[src/rtl/mem_stage_if.sv]
// Data-memory bus between the memory stage (master) and the data memory (slave):
// request/ack handshake with a doubleword-aligned address and byte-lane write mask.
interface mem_stage_if #(
  parameter int XLEN = 64
);
  logic            dmem_req;
  logic            dmem_we;
  logic [XLEN-1:0] dmem_addr;
  logic [63:0]     dmem_wdata;
  logic [7:0]      dmem_wmask;
  logic            dmem_ack;
  logic [63:0]     dmem_rdata;

  modport master (
    output dmem_req, dmem_we, dmem_addr, dmem_wdata, dmem_wmask,
    input  dmem_ack, dmem_rdata
  );

  modport slave (
    input  dmem_req, dmem_we, dmem_addr, dmem_wdata, dmem_wmask,
    output dmem_ack, dmem_rdata
  );
endinterface

[src/rtl/mem_stage.sv]
// RV64 memory-access stage: issues loads/stores on the data bus, aligns and extends load
// data, and presents a registered result to writeback. Datapath assumes XLEN == 64.
module mem_stage #(
  parameter int XLEN     = 64,
  parameter int MEM_OP_W = 4
) (
  input  logic                clk,
  input  logic                rst,
  input  logic                valid_i,
  input  logic [MEM_OP_W-1:0] mem_op,
  input  logic [XLEN-1:0]     ex_result_i,
  input  logic [XLEN-1:0]     wdata_i,
  input  logic [4:0]          rd_addr_i,
  input  logic                rd_wen_i,
  output logic                stall_o,
  mem_stage_if.master         dmem,
  output logic                valid_o,
  output logic [4:0]          rd_addr_o,
  output logic                rd_wen_o,
  output logic [XLEN-1:0]     rd_data_o,
  output logic                misalign_o
);

  localparam logic [MEM_OP_W-1:0] OP_LB  = 4'h1;
  localparam logic [MEM_OP_W-1:0] OP_LH  = 4'h2;
  localparam logic [MEM_OP_W-1:0] OP_LW  = 4'h3;
  localparam logic [MEM_OP_W-1:0] OP_LD  = 4'h4;
  localparam logic [MEM_OP_W-1:0] OP_LBU = 4'h5;
  localparam logic [MEM_OP_W-1:0] OP_LHU = 4'h6;
  localparam logic [MEM_OP_W-1:0] OP_LWU = 4'h7;
  localparam logic [MEM_OP_W-1:0] OP_SB  = 4'h8;
  localparam logic [MEM_OP_W-1:0] OP_SH  = 4'h9;
  localparam logic [MEM_OP_W-1:0] OP_SW  = 4'hA;
  localparam logic [MEM_OP_W-1:0] OP_SD  = 4'hB;

  typedef enum logic {IDLE, BUS} state_t;

  state_t                state_q, state_d;
  logic                  req_q, req_d;
  logic                  we_q, we_d;
  logic [XLEN-1:0]       addr_q, addr_d;
  logic [63:0]           wdata_q, wdata_d;
  logic [7:0]            wmask_q, wmask_d;
  logic [MEM_OP_W-1:0]   op_q, op_d;
  logic [2:0]            off_q, off_d;
  logic [4:0]            lat_rd_q, lat_rd_d;
  logic                  lat_wen_q, lat_wen_d;
  logic                  valid_q, valid_d;
  logic                  mis_q, mis_d;
  logic [4:0]            rd_addr_q, rd_addr_d;
  logic                  rd_wen_q, rd_wen_d;
  logic [XLEN-1:0]       rd_data_q, rd_data_d;

  // Decode of the incoming op
  logic       is_mem, is_store, is_half, is_word, is_dword, misal;
  logic [2:0] off_in;
  logic [7:0] mask_in;

  assign off_in   = ex_result_i[2:0];
  assign is_mem   = (mem_op >= OP_LB) && (mem_op <= OP_SD);
  assign is_store = (mem_op >= OP_SB) && (mem_op <= OP_SD);
  assign is_half  = (mem_op == OP_LH) || (mem_op == OP_LHU) || (mem_op == OP_SH);
  assign is_word  = (mem_op == OP_LW) || (mem_op == OP_LWU) || (mem_op == OP_SW);
  assign is_dword = (mem_op == OP_LD) || (mem_op == OP_SD);
  assign misal    = (is_half && off_in[0]) || (is_word && (off_in[1:0] != 2'b00)) ||
                    (is_dword && (off_in != 3'b000));

  always_comb begin
    mask_in = 8'h00;
    case (mem_op)
      OP_SB:   mask_in = 8'h01 << off_in;
      OP_SH:   mask_in = 8'h03 << off_in;
      OP_SW:   mask_in = 8'h0F << off_in;
      OP_SD:   mask_in = 8'hFF;
      default: mask_in = 8'h00;
    endcase
  end

  // Load alignment and extension, using the op/offset latched at accept time
  logic [63:0] sh_rdata, load_val;

  assign sh_rdata = dmem.dmem_rdata >> {off_q, 3'b000};

  always_comb begin
    load_val = sh_rdata;
    case (op_q)
      OP_LB:   load_val = {{56{sh_rdata[7]}},  sh_rdata[7:0]};
      OP_LH:   load_val = {{48{sh_rdata[15]}}, sh_rdata[15:0]};
      OP_LW:   load_val = {{32{sh_rdata[31]}}, sh_rdata[31:0]};
      OP_LBU:  load_val = {56'd0, sh_rdata[7:0]};
      OP_LHU:  load_val = {48'd0, sh_rdata[15:0]};
      OP_LWU:  load_val = {32'd0, sh_rdata[31:0]};
      default: load_val = sh_rdata;
    endcase
  end

  always_comb begin
    state_d   = state_q;
    req_d     = req_q;
    we_d      = we_q;
    addr_d    = addr_q;
    wdata_d   = wdata_q;
    wmask_d   = wmask_q;
    op_d      = op_q;
    off_d     = off_q;
    lat_rd_d  = lat_rd_q;
    lat_wen_d = lat_wen_q;
    valid_d   = 1'b0;
    mis_d     = 1'b0;
    rd_addr_d = rd_addr_q;
    rd_wen_d  = rd_wen_q;
    rd_data_d = rd_data_q;

    case (state_q)
      IDLE: begin
        if (valid_i) begin
          if (!is_mem) begin
            valid_d   = 1'b1;
            rd_data_d = ex_result_i;
            rd_addr_d = rd_addr_i;
            rd_wen_d  = rd_wen_i;
          end else if (misal) begin
            valid_d   = 1'b1;
            mis_d     = 1'b1;
            rd_data_d = '0;
            rd_addr_d = rd_addr_i;
            rd_wen_d  = 1'b0;
          end else begin
            state_d   = BUS;
            req_d     = 1'b1;
            we_d      = is_store;
            addr_d    = {ex_result_i[XLEN-1:3], 3'b000};
            wdata_d   = wdata_i[63:0] << {off_in, 3'b000};
            wmask_d   = mask_in;
            op_d      = mem_op;
            off_d     = off_in;
            lat_rd_d  = rd_addr_i;
            lat_wen_d = rd_wen_i;
          end
        end
      end
      BUS: begin
        // The ack cycle still stalls; the next upstream instruction is taken in IDLE.
        if (dmem.dmem_ack) begin
          state_d   = IDLE;
          req_d     = 1'b0;
          we_d      = 1'b0;
          wmask_d   = 8'h00;
          valid_d   = 1'b1;
          rd_addr_d = lat_rd_q;
          if (op_q >= OP_SB) begin
            rd_wen_d  = 1'b0;
            rd_data_d = '0;
          end else begin
            rd_wen_d  = lat_wen_q;
            rd_data_d = load_val;
          end
        end
      end
      default: state_d = IDLE;
    endcase
  end

  always_ff @(posedge clk) begin
    if (rst) begin
      state_q   <= IDLE;
      req_q     <= 1'b0;
      we_q      <= 1'b0;
      addr_q    <= '0;
      wdata_q   <= '0;
      wmask_q   <= 8'h00;
      op_q      <= '0;
      off_q     <= 3'd0;
      lat_rd_q  <= 5'd0;
      lat_wen_q <= 1'b0;
      valid_q   <= 1'b0;
      mis_q     <= 1'b0;
      rd_addr_q <= 5'd0;
      rd_wen_q  <= 1'b0;
      rd_data_q <= '0;
    end else begin
      state_q   <= state_d;
      req_q     <= req_d;
      we_q      <= we_d;
      addr_q    <= addr_d;
      wdata_q   <= wdata_d;
      wmask_q   <= wmask_d;
      op_q      <= op_d;
      off_q     <= off_d;
      lat_rd_q  <= lat_rd_d;
      lat_wen_q <= lat_wen_d;
      valid_q   <= valid_d;
      mis_q     <= mis_d;
      rd_addr_q <= rd_addr_d;
      rd_wen_q  <= rd_wen_d;
      rd_data_q <= rd_data_d;
    end
  end

  assign stall_o          = (state_q == BUS);
  assign dmem.dmem_req    = req_q;
  assign dmem.dmem_we     = we_q;
  assign dmem.dmem_addr   = addr_q;
  assign dmem.dmem_wdata  = wdata_q;
  assign dmem.dmem_wmask  = wmask_q;
  assign valid_o          = valid_q;
  assign misalign_o       = mis_q;
  assign rd_addr_o        = rd_addr_q;
  assign rd_wen_o         = rd_wen_q;
  assign rd_data_o        = rd_data_q;

endmodule

[src/flat_wrapper.sv]
// flat-port wrapper written by rule: the top's interface ports become plain ports
module mem_stage_flat 
#(
  parameter int XLEN     = 64,
  parameter int MEM_OP_W = 4
)
  (clk, rst, valid_i, mem_op, ex_result_i, wdata_i, rd_addr_i, rd_wen_i, stall_o, valid_o, rd_addr_o, rd_wen_o, rd_data_o, misalign_o, dmem_dmem_req, dmem_dmem_we, dmem_dmem_addr, dmem_dmem_wdata, dmem_dmem_wmask, dmem_dmem_ack, dmem_dmem_rdata);
  mem_stage_if #(.XLEN(XLEN)) dmem_i ();
  input  logic clk;
  input  logic rst;
  input  logic valid_i;
  input  logic [MEM_OP_W-1:0] mem_op;
  input  logic [XLEN-1:0] ex_result_i;
  input  logic [XLEN-1:0] wdata_i;
  input  logic [4:0] rd_addr_i;
  input  logic rd_wen_i;
  output logic stall_o;
  output logic valid_o;
  output logic [4:0] rd_addr_o;
  output logic rd_wen_o;
  output logic [XLEN-1:0] rd_data_o;
  output logic misalign_o;
  output wire logic [$bits(dmem_i.dmem_req)-1:0] dmem_dmem_req;
  output wire logic [$bits(dmem_i.dmem_we)-1:0] dmem_dmem_we;
  output wire logic [$bits(dmem_i.dmem_addr)-1:0] dmem_dmem_addr;
  output wire logic [$bits(dmem_i.dmem_wdata)-1:0] dmem_dmem_wdata;
  output wire logic [$bits(dmem_i.dmem_wmask)-1:0] dmem_dmem_wmask;
  input wire logic [$bits(dmem_i.dmem_ack)-1:0] dmem_dmem_ack;
  input wire logic [$bits(dmem_i.dmem_rdata)-1:0] dmem_dmem_rdata;
  assign dmem_dmem_req = dmem_i.dmem_req;
  assign dmem_dmem_we = dmem_i.dmem_we;
  assign dmem_dmem_addr = dmem_i.dmem_addr;
  assign dmem_dmem_wdata = dmem_i.dmem_wdata;
  assign dmem_dmem_wmask = dmem_i.dmem_wmask;
  assign dmem_i.dmem_ack = dmem_dmem_ack;
  assign dmem_i.dmem_rdata = dmem_dmem_rdata;
  mem_stage #(.XLEN(XLEN), .MEM_OP_W(MEM_OP_W)) u_core (.clk(clk), .rst(rst), .valid_i(valid_i), .mem_op(mem_op), .ex_result_i(ex_result_i), .wdata_i(wdata_i), .rd_addr_i(rd_addr_i), .rd_wen_i(rd_wen_i), .stall_o(stall_o), .dmem(dmem_i), .valid_o(valid_o), .rd_addr_o(rd_addr_o), .rd_wen_o(rd_wen_o), .rd_data_o(rd_data_o), .misalign_o(misalign_o));
endmodule
[config.mk]
export PLATFORM = sky130hd
export DESIGN_NAME = mem_stage_flat
export DESIGN_NICKNAME = d
export VERILOG_FILES = /design/src/rtl/mem_stage_if.sv /design/src/rtl/mem_stage.sv /design/src/flat_wrapper.sv
export SDC_FILE = /design/constraint.sdc
export NUM_CORES = 1
export LEC_CHECK = 0
export CORE_MARGIN = 5
export CORE_UTILIZATION = 45
export DETAILED_ROUTE_END_ITERATION = 16
export PLACE_DENSITY = 0.87
export SLEW_MARGIN = 20
export SYNTH_ARGS = -nofsm -noshare
export SYNTH_HDL_FRONTEND = slang
export SYNTH_SLANG_ARGS = --single-unit
[constraint.sdc]
create_clock -name clk -period 2.9 [get_ports clk]
set_input_delay 0.29 -clock clk [delete_from_list [all_inputs] [get_ports clk]]
set_output_delay 0.29 -clock clk [all_outputs]
set_load 0.01 [all_outputs]
==> qor.csv <==
stage,metric,value,unit
setup_path,FF-to-FF Start,u_core.off_q[1],
placed_design,dpl cell area,16500,sq um
logic_synthesis,largest family of logic cells by synthesized area,compound AO/OA/AOI/OAI gates,
timing,measured slew at the worst slew-check pin,1.11,ns
global_route,antenna violations before repair,4,
hold_path,worst hold path class,primary input to flop,
detailed_routing,total number of vias,12990,
timing,Final Skew,0.0220,ns
floorplanning,Die Ht,174,um
layout,share of layout cells above drive strength 1,10.0,%
setup_path,Critical Path AT,2.79,ns
timing,unrepaired setup endpoints after global routing,no,
global_route,vias in the first global route,12552,
detailed_routing,DRC errors left,0,
logic_synthesis,Post-Syn Instances,1463,
run,max_cap viols,0,
layout,final std cells w/o fill,2162,
timing,max-slew violations,0,
hold_path,Min-Delay Startpoint,ex_result_i[0],
hold_path,Min-Delay Path Depth,3,
timing,Min Hold Slack,0.151,ns
detailed_routing,final WL,48000,um
clock_tree,# resized after CTS,0,
pwr,leakage power,0.00610,uW
pwr,Tot Pwr,9170,uW
detailed_routing,wire length per cell,22.2,um
detailed_routing,DR pass1 iterations,5,
clock_tree,"Reg clk slew, reported paths",0.06,ns
global_route,Overall Global Routing Usage,29.7,%
hold_path,Hold Path End,u_core.off_q[0],
setup_path,WP data required,3.26,ns
placed_design,HPWL after DPL,35900,um
timing,Hold Fails Final Rpt,0,
clock_tree,Clock Latency Late Sink,0.54,ns
clock_tree,cts hold-fix bufs,0,
floorplanning,Rows,60,
floorplanning,# IOs,417,
clock_tree,Num Clock Sinks,221,
setup_path,worst flop-to-flop path endpoint,u_core.rd_data_o[19],
placed_design,GPL Wtd Cong,0.928,
global_route,largest net degree at the start of global routing,120,
detailed_routing,via/cell ratio,6.01,
timing,relative slew slack,25.7,%
detailed_routing,post-route antenna net violation count,0,
timing,Final min period,2.43,ns
setup_path,reg-to-reg setup timing slack,0.47,ns
detailed_routing,Initial DRC Count,1360,
clock_tree,TritonCTS clock tree,built,
timing,Final Cycle Share,83.7,%
floorplanning,Die X-Extent,174,um
logic_synthesis,multiplexer share of the synthesized area,17.5,%
setup_path,Worst setup EP type,flop,
global_route,first-pass GRT wire length,73000,um
logic_synthesis,"Avg Cell Area, Syn",8.27,sq um
setup_path,startpoint types,primary input,
setup_path,FF-to-FF path depth,7,
logic_synthesis,Cell variety after synth,48,
layout,post-route cell area,17400,sq um
clock_tree,CTS H-tree depth,1,
layout,area grow syn2layout,43.9,%
pwr,Cell Pwr Density,527,nW/um^2
logic_synthesis,Yosys reg bits,221,
clock_tree,root buffer cell,clkbuf_16,
placed_design,PortBufs,413,
floorplanning,Core Area,26700,sq um
layout,Final nets,2005,
setup_path,WS Path Type,primary input to flop,
logic_synthesis,Compound-Gate Fraction of Synth Area,20.5,%
run_status,outcome,"finished, final reports clean",
global_route,grt ovf,0,
logic_synthesis,Synth Area in Adders,0,%
floorplanning,die area,30300,sq um
floorplanning,initial cell density of the core,45.2,%
clock_tree,Max clock buf depth,3,
logic_synthesis,sequential area share after synthesis,36.6,%
timing,Setup TNS,0,ns
logic_synthesis,Synth Cell Area,12100,sq um
placed_design,placed cell count,2112,
clock_tree,postcts setup bufs,0,
logic_synthesis,Post-Synth XOR/XNOR Area,0,%
logic_synthesis,Synth Area in Simple Gates,20.0,%
setup_path,largest fanout on the critical path,16,
timing,"Setup violations, final",0,
clock_tree,total CTS buffers,26,
pwr,Worst IR Drop VDD,0.359,mV
timing,f_max,412,MHz
logic_synthesis,yosys warns,0,
==> flip-flops by register name (all words and copies together) (netlist names) <==
| name | count |
|---|---|
| u_core.stall_o | 1 |
| u_core.rd_addr_o | 5 |
| u_core.lat_wen_q | 1 |
| u_core.misalign_o | 1 |
| u_core.off_q | 3 |
| u_core.rd_wen_o | 1 |
| u_core.lat_rd_q | 5 |
| u_core.op_q | 4 |
| u_core.dmem.dmem_wmask | 8 |
| u_core.dmem.dmem_we | 1 |
| u_core.rd_data_o | 64 |
| u_core.valid_o | 1 |
| u_core.dmem.dmem_addr | 61 |
| u_core.dmem.dmem_wdata | 64 |
| u_core.dmem.dmem_req | 1 |
==> cell usage in the layout, fill, tap and decap left out, types with 20 or more instances in the layout <==
| master | Yosys | layout |
|---|---|---|
| buf_4 | 4 | 33 |
| o22ai_1 | 22 | 22 |
| nand3_1 | 54 | 54 |
| nand2b_1 | 50 | 50 |
| mux4_2 | 34 | 34 |
| dfxtp_1 | 221 | 219 |
| clkbuf_16 | 0 | 26 |
| nor3_1 | 34 | 33 |
| mux2i_1 | 107 | 107 |
| a22oi_1 | 27 | 27 |
| a21oi_1 | 172 | 172 |
| o21ai_0 | 28 | 27 |
| nor2_1 | 159 | 158 |
| clkdlybuf4s50_1 | 0 | 409 |
| o221ai_2 | 20 | 20 |
| a211oi_1 | 53 | 53 |
| mux2_2 | 25 | 25 |
| nand2_1 | 211 | 211 |
==> kinds of logic after synthesis <==
kind of cell / Yosys count
flops: 221
buf+inv: 154
mux: 166
compound gates: 376
simple gates: 545
other cells: 1
==> worst max path at each step <==
stage | from | endpoint | slack (ns) | cells after the start
CTS | mem_op[3] | u_core.dmem.dmem_addr[33] | 0.49 | 8
detailed placement | mem_op[3] | u_core.dmem.dmem_wmask[0] | -0.002 | 7
global route | mem_op[3] | u_core.dmem.dmem_addr[33] | 0.30 | 8
finish | mem_op[3] | u_core.rd_data_o[19] | 0.47 | 7
floorplan | mem_op[2] | u_core.rd_data_o[33] | 0.69 | 9
global placement | mem_op[3] | u_core.dmem.dmem_wmask[0] | 0.12 | 7
==> power breakdown <==
group	internal, uW	leakage [uW]	switching [uW]	total (uW)
clock network	2110	0.000442	1330	3450
registers	3240	0.00180	132	3370
logic	1110	0.00385	1240	2350
==> per-stage QoR <==
step                utilization (%)  worst slack (ns)
floorplan                         -             0.691
global placement               61.7             0.122
detailed placement             61.7          -0.00218
CTS                            65.1             0.493
global route                   65.1             0.302
finish                         65.1             0.472
==> cell usage after synthesis, drive strengths merged <==
library cell | count | area share [%]
a21oi | 172 | 7.1
a32oi | 3 | 0.22
dfxtp | 221 | 37
a211oi | 53 | 3.3
a311o | 1 | 0.083
nor2b | 8 | 0.41
nor2 | 159 | 4.9
mux4 | 34 | 6.3
nand3 | 54 | 2.2
a211o | 1 | 0.072
and3b | 1 | 0.072
a31oi | 9 | 0.47
o32ai | 1 | 0.072
o22ai | 22 | 1.1
o21a | 2 | 0.12
and4b | 1 | 0.083
a41oi | 1 | 0.072
nand3b | 2 | 0.12
clkinv | 2 | 0.062
nand4 | 2 | 0.10
nand2 | 211 | 6.5
a22o | 8 | 0.58
or2 | 4 | 0.21
clkbuf | 99 | 3.1
nand2b | 50 | 2.6
conb | 1 | 0.031
a31o | 2 | 0.14
mux2i | 107 | 8.9
o221ai | 34 | 3.5
mux2 | 25 | 2.3
and2 | 1 | 0.052
o21ai | 28 | 1.2
a22oi | 27 | 1.7
a221oi | 9 | 0.65
nor3 | 34 | 1.4
nor4b | 2 | 0.20
nor3b | 12 | 0.79
buf | 49 | 2.0
a21o | 3 | 0.19
inv | 4 | 0.12
and3 | 2 | 0.10
nor4bb | 2 | 0.17
==> final cells by class <==
| cell class | count | area [sq um] |
|---|---|---|
| fillers | 2168 | 9330 |
| clock buffers | 34 | 721 |
| clock inverters | 13 | 190 |
| inverters | 6 | 22.5 |
| repair buffers | 454 | 4540 |
| flip-flops and latches | 221 | 4430 |
| diodes | 3 | 7.51 |
| well taps | 341 | 427 |
| multi-input cells | 1090 | 7060 |
==> worst max-delay path: stages <==
cell and delay [ns]:
clkdlybuf4s50_1 0.68, nor4bb_1 0.29, o21ai_0 0.18, nand3_1 0.26
o21a_4 0.33, and2_1 0.57, a211oi_1 0.19
==> layer usage <==
| layer | global-route usage [%] | wire (um) |
|---|---|---|
| met5 | 0 | 13 |
| met4 | 14.4 | 2730 |
| met2 | 48.5 | 22300 |
| met3 | 7.09 | 4670 |
| met1 | 37.1 | 18300 |
No activity file was read; power rests on OpenSTA's default activity.
